## config.mk

```make
export PLATFORM = sky130hd
export DESIGN_NAME = uart_rx_byte
export DESIGN_NICKNAME = d
export VERILOG_FILES = /design/src/rtl/uart_rx_byte.sv
export SDC_FILE = /design/constraint.sdc
export NUM_CORES = 1
export LEC_CHECK = 0
export CORE_ASPECT_RATIO = 0.8
export CORE_UTILIZATION = 50
export CTS_CLUSTER_SIZE = 10
export DETAILED_ROUTE_END_ITERATION = 8
export PLACE_DENSITY_LB_ADDON = 0.15
export RECOVER_POWER = 25
export SLEW_MARGIN = 20
export SYNTH_ARGS = -nofsm -noshare
export SYNTH_HDL_FRONTEND = slang
export SYNTH_SLANG_ARGS = --single-unit
```

## constraint.sdc

```tcl
create_clock -name clk_100MHz -period 2.6 [get_ports clk_100MHz]
set_input_delay 0.39 -clock clk_100MHz [delete_from_list [all_inputs] [get_ports clk_100MHz]]
set_output_delay 0.39 -clock clk_100MHz [all_outputs]
set_load 0.01 [all_outputs]
```

## src/rtl/uart_rx_byte.sv

```systemverilog
// uart_rx_byte: 16x-oversampled 8N1 UART receiver; rx in, rx_data/rx_done_tick/framing_error/busy out
module uart_rx_byte #(
  parameter int CLK_FREQ   = 100_000_000,
  parameter int BAUD       = 9600,
  parameter int OVERSAMPLE = 16,
  parameter int DATA_BITS  = 8
) (
  input  logic                 clk_100MHz,
  input  logic                 reset_n,
  input  logic                 rx,
  output logic [DATA_BITS-1:0] rx_data,
  output logic                 rx_done_tick,
  output logic                 framing_error,
  output logic                 busy
);
  localparam int DIVISOR = CLK_FREQ / (BAUD * OVERSAMPLE);
  localparam int DW = DIVISOR > 1 ? $clog2(DIVISOR) : 1;
  localparam int BW = $clog2(DATA_BITS + 1);
  typedef enum logic [1:0] {IDLE, START, DATA, STOP} state_t;
  state_t state, state_n;
  logic rx_m, rx_s, rx_prev, tick;
  logic [DW-1:0] tick_cnt;
  logic [3:0] s_cnt, s_cnt_n;
  logic [BW-1:0] b_cnt, b_cnt_n;
  logic [DATA_BITS-1:0] shreg, shreg_n, data_n;
  logic done_n, ferr_n;
  assign tick = tick_cnt == DW'(DIVISOR - 1);
  assign busy = state != IDLE;
  always_comb begin
    state_n = state;
    s_cnt_n = s_cnt;
    b_cnt_n = b_cnt;
    shreg_n = shreg;
    data_n  = rx_data;
    done_n  = 1'b0;
    ferr_n  = 1'b0;
    case (state)
      IDLE:
        if (rx_prev && !rx_s) begin
          s_cnt_n = 4'd0;
          state_n = START;
        end
      START:
        if (tick) begin
          if (s_cnt == 4'd7) begin
            s_cnt_n = 4'd0;
            b_cnt_n = '0;
            state_n = rx_s ? IDLE : DATA;
          end else s_cnt_n = s_cnt + 4'd1;
        end
      DATA:
        if (tick) begin
          if (s_cnt == 4'd15) begin
            shreg_n = {rx_s, shreg[DATA_BITS-1:1]};
            s_cnt_n = 4'd0;
            b_cnt_n = b_cnt + BW'(1);
            state_n = b_cnt == BW'(DATA_BITS - 1) ? STOP : DATA;
          end else s_cnt_n = s_cnt + 4'd1;
        end
      default:
        if (tick) begin
          if (s_cnt == 4'd15) begin
            data_n  = rx_s ? shreg : rx_data;
            done_n  = rx_s;
            ferr_n  = !rx_s;
            state_n = IDLE;
          end else s_cnt_n = s_cnt + 4'd1;
        end
    endcase
  end
  always_ff @(posedge clk_100MHz or negedge reset_n)
    if (!reset_n) begin
      rx_m          <= 1'b1;
      rx_s          <= 1'b1;
      rx_prev       <= 1'b1;
      tick_cnt      <= '0;
      state         <= IDLE;
      s_cnt         <= 4'd0;
      b_cnt         <= '0;
      shreg         <= '0;
      rx_data       <= '0;
      rx_done_tick  <= 1'b0;
      framing_error <= 1'b0;
    end else begin
      rx_m          <= rx;
      rx_s          <= rx_m;
      rx_prev       <= rx_s;
      tick_cnt      <= tick ? '0 : tick_cnt + DW'(1);
      state         <= state_n;
      s_cnt         <= s_cnt_n;
      b_cnt         <= b_cnt_n;
      shreg         <= shreg_n;
      rx_data       <= data_n;
      rx_done_tick  <= done_n;
      framing_error <= ferr_n;
    end
endmodule

```

== Yosys cells after proc, flatten, opt, wreduce, memory -nomap -nowiden ==
Index checks and enable logic that the tools add are counted.
Word-level totals
  flip-flop bits (word level): 41
  bits in latches: 0
  bits in writable memories: 0
  memory bits (read-only): 0
  bits of input ports: 3
  output and inout bits: 11
  memories kept: 0
Operators by class
  add/subtract/negate cells: 3
  multipliers: 0
  divide/modulo/power cells: 0
  order comparisons: 0
  eq/ne operators: 12
  shift operators: 0
  muxes and demuxes: 30
  bitwise logic cells: 1
  reductions and logical operators: 13
Operator list (number)
  4-bit two-way mux: 11
  2-bit two-way mux: 8
  4-bit one-hot mux with 3 select lines: 1
  10-bit by 1-bit adder with 10-bit output, second input constant: 1
  10-bit equality test, second input constant: 1
  10-bit two-way mux: 1
  2-bit inequality test, second input constant: 5
  5-bit AND reduction: 2
  4-bit by 1-bit adder with 4-bit output, second input constant: 2
  4-bit by 3-bit equality test with 1-bit output, second input constant: 2
  4-bit one-hot mux with 2 select lines: 1
  1-bit two-way mux: 7
  7-bit AND reduction: 1
  2-bit one-hot mux with 3 select lines: 1
  2-bit nonzero test: 3
  4-bit equality test, second input constant: 1
  4-bit by 1-bit inequality test with 1-bit output, second input constant: 1
  4-bit AND reduction: 1
  3-bit AND reduction: 1
  3-bit nonzero test: 1
  3-bit OR reduction: 1
  2-bit by 1-bit equality test with 1-bit output, second input constant: 1
  2-bit equality test, second input constant: 1
  2-bit zero test: 1
  3 further kinds: 3

== Longest topological paths before layout ==
Gate-level depths: netlist of run 1.
  depth in word-level cells: 5
  gate-level depth with buffers: 7
  depth with buffers taken out: 6

== Worst setup path after synthesis of run 1 ==
OpenSTA, ideal clock, no wires.
  kind: register -> register
  from: reg tick_cnt[5]
  to: reg shreg[0]
  library setup time: 125 ps
  data arrival time: 1925 ps
  data required time: 2475 ps
  path slack: 550 ps
  stages on the path, launching flop included: 5
  period minus slack after synthesis: 2050 ps
  cell sequence: dfrtp_1 > or4b_4 > or4_1 > buf_2 > mux2_2
On the way
  word-level cells in the longest chain between the ends: 2
Ends and longest elaborated chain
  from (decl): RTL line 22  | logic [DW-1:0] tick_cnt;
  from (signal assigned): RTL line 88  | tick_cnt <= tick ? '0 : tick_cnt + DW'(1);
  10-bit equality test: RTL line 27  | assign tick = tick_cnt == DW'(DIVISOR - 1);
  3-bit AND reduction (no source line)
  to (signal assigned): RTL line 92  | shreg <= shreg_n;
  to (decl): RTL line 25  | logic [DATA_BITS-1:0] shreg, shreg_n, data_n;
No other way between the ends.
A chain may end at the register's enable or synchronous reset.

== Worst setup path after layout of run 1 ==
  from: reg state[0]
  to: reg b_cnt[3]
On the way
  word-level cells in the longest chain between the ends: 3
  elaborated cells between the ends (all ways): 9
Ends and longest elaborated chain
  from (decl): RTL line 20  | state_t state, state_n;
  from (signal assigned): RTL line 89  | state <= state_n;
  2-bit equality test or 2-bit by 1-bit equality test with 1-bit output (tied branches): RTL line 37  | case (state)
  2-bit inequality test (no source line) or 2-bit nonzero test (tied branches)
  5-bit AND reduction (no source line)
  to (signal assigned): RTL line 91  | b_cnt <= b_cnt_n;
  to (decl): RTL line 24  | logic [BW-1:0] b_cnt, b_cnt_n;
Several ways; a longest one is shown, not always the timed one.

==> flow_summary.ini, run 1 <==
[yosys]
synth_edf_count = 0
synth.area.top_cells = dfrtp_1, mux2_2, dfstp_2
synth-async-reset-ratio = 1.00
synth_ff_type = dfrtp_1
netlist.area_leader.share = 0.511
synth_area_leader_cell = dfrtp_1
yosysSeqAreaShare = 0.553
yosys-top-cells-count = dfrtp_1, mux2_2, nor2_1
synth_area_um2 = 1860
syn_avg_cell_area_um2 = 11.9
postSynthCellCount = 157
ys_warn_count = 0
ys_ff_latch = 41
yosysMostFrequentCell = dfrtp_1
synth_cell_type_count = 42
syn-num-nets = 164

[place]
io_buffers = 13
post-place-ws_ps = 416
place_congestion = 0.757
place_hpwl_um = 2230

[timing]
tightest_slew_ps = 2080
setup_tns_ps = 0
slew_violations = 42
fin_crit_ps = 2220
slew_headroom = -0.390
setup_ws_ps = 381
holdWs_ps = 364
hold_viol = 0
max_freq_ghz = 0.451
setup_violations = 0
period_share = 0.854
clock-skew-final_ps = 9.03
rsz0062_at_grt = no

[routing]
vias_per_cell = 5.56
wl_per_cell_um = 14.3
drcViolationCount = 0
dr_total_vias = 1207
wirelength_um = 3100
drt-pass1-iter-count = 4
drtAntennaViolNets = 0
drt-initial-drc-count = 87

[status]
violations = capacitance limit, slew limit
status = finished, violations left

[critical_path]
slowest_delay_ps = 690
critPathKind = reg2reg
r2r-end = b_cnt[3]
crit_fanout = 12
end_kind = flip-flop
crit_arrival_ps = 2430
path_delay_family = simple AND/OR/NAND/NOR gates
required_ps = 2810
critPathSlowestCell = or4b_2
critPathBufInv = 0
reg2regPathDepth = 4
crit_chain = or4b_2, or4_1, or3_1, a21oi_1
startpoint_type = flip-flop
critPathLaunch = state[0]
r2r_setup_slack_ps = 380
r2r-start = state[0]

[clocking]
cts.path.max_buffers = 2
root_buffer = clkbuf_8
cts_hold_buf = 0
cts.sinks = 41
clk_latency_ps = 300
cts_buffers = 5
htreeDepth = 2
clk_pin_slew_ps = 80
cts_resized = 0
cts_setup_buffers = 0
cts_tree = done

[floorplanning]
dieHeight_um = 56.6
initial_core_util = 0.533
io_pins = 14
dieWidth_um = 70.2
die_area_um2 = 3970
core_um2 = 3490
rows = 19

[power_and_ir_drop]
leakage_nw = 0.974
p_total_mw = 1.21
p_per_area_nw_per_um2 = 567
vdd_drop_max_mv = 0.422

[run]
drv_cap = 1

[final_layout]
area_growth_pct = 14.2
antenna_cells = 0
utilization = 0.609
fill_cells = 271
finalNetCount = 181
drive_gt1_frac = 0.206

[hold_path]
min_to = rx_s
whs_path_depth = 0
min_from = rx_m
hold_class = reg2reg

[grt]
grt_max_degree = 42
grt-ovfl-total = 0
antenna_found_initial = 0
grt_usage = 0.181
first_global_vias = 1162
grt_pass1_wl_um = 5540
==> cell families (layout without fill, tap and decap cells) <==
family,Yosys count,count (layout),synth area share
buffers and inverters,12,30,0.0249
AOI/OAI and AO/OA,18,18,0.0665
DFF,41,41,0.553
muxes,18,18,0.109
and+or+nand+nor,56,56,0.182
xor gates and xnor gates,8,8,0.0376
adders and majority gates,4,4,0.0269
==> state kept, by name, indices dropped and copies added (netlist names) <==
name,cells
b_cnt,4
rx_prev,1
framing_error,1
s_cnt,4
state,2
rx_done_tick,1
rx_s,1
tick_cnt,10
rx_data,8
shreg,8
rx_m,1
==> final cells by class <==
cell class / count / area [µm²] / area share
clock buffer: 7 / 86.3 / 0.0406
multi-input combinational: 104 / 786 / 0.369
timing repair buffer: 15 / 139 / 0.0653
clock inverter: 1 / 7.51 / 0.00353
sequential: 41 / 1030 / 0.484
tap: 42 / 52.6 / 0.0247
inverter: 7 / 26.3 / 0.0124
==> power by group <==
group,leakage [nW],switching (mW),internal (mW)
combinational,0.390,0.0497,0.0448
sequential,0.540,0.0218,0.659
clock,0.0445,0.215,0.216
==> metal layers <==
metal / up-vias / track usage / wire length, µm
met1: 584 / 0.268 / 1570
met3: 7 / 0.0485 / 123
met4: 0 / 0.0686 / 55
li1: 596 / - / -
met2: 20 / 0.254 / 1350
met5: - / 0 / 0
==> worst reg2reg max path: cells and delay by family, from the launching register on <==
family / cells / cell delay [ps]
and+or+nand+nor: 3 / 1490
AOI/OAI and AO/OA: 1 / 160
DFF: 1 / 500
==> stage by stage <==
stage / cells / cell area (µm²)
after CTS: 217 / 2130
after global routing: 217 / 2130
after detailed placement: 209 / 2030
after global placement: 209 / 2030
final: 217 / 2130
after floorplan: 157 / 1860
==> placed cells by master, fill, tap and decap left out, types with 2 or more instances in the layout <==
cell type        count
clkbuf_1             2
nor2_1              12
buf_4                2
a22o_1               3
a31oi_1              2
nor3_1               4
nand4_1              3
nor3b_1              2
clkbuf_8             6
a21oi_1              3
nand3_1              7
xor2_1               2
nand2_1              6
dfstp_2              2
and4_1               2
mux2_2              18
dfrtp_1             38
inv_1                7
and2_1               3
ha_1                 4
and3_1               2
and4b_1              2
clkdlybuf4s50_1     11
xnor2_1              6
o21ai_0              4
==> how the worst max path moves through the flow <==
stage / to / slack, ps / cells after the start
final: b_cnt[3] / 380 / 4
after global routing: tick_cnt[5] / 290 / 1
after CTS: shreg[4] / 390 / 4
after detailed placement: shreg[4] / 420 / 4
after global placement: shreg[6] / 450 / 4
after floorplan: shreg[0] / 550 / 4
No activity file was read; power rests on OpenSTA's default activity.
==> run 2, diff against run 1 <==
--- a/config.mk
+++ b/config.mk
@@ -11,6 +11,7 @@
 export DETAILED_ROUTE_END_ITERATION = 8
 export PLACE_DENSITY_LB_ADDON = 0.15
 export RECOVER_POWER = 25
+export SETUP_SLACK_MARGIN = 0.05
 export SLEW_MARGIN = 20
 export SYNTH_ARGS = -nofsm -noshare
 export SYNTH_HDL_FRONTEND = slang
==> results of run 2 <==
Final layout, timing and power as in run 1 (identical DEF).
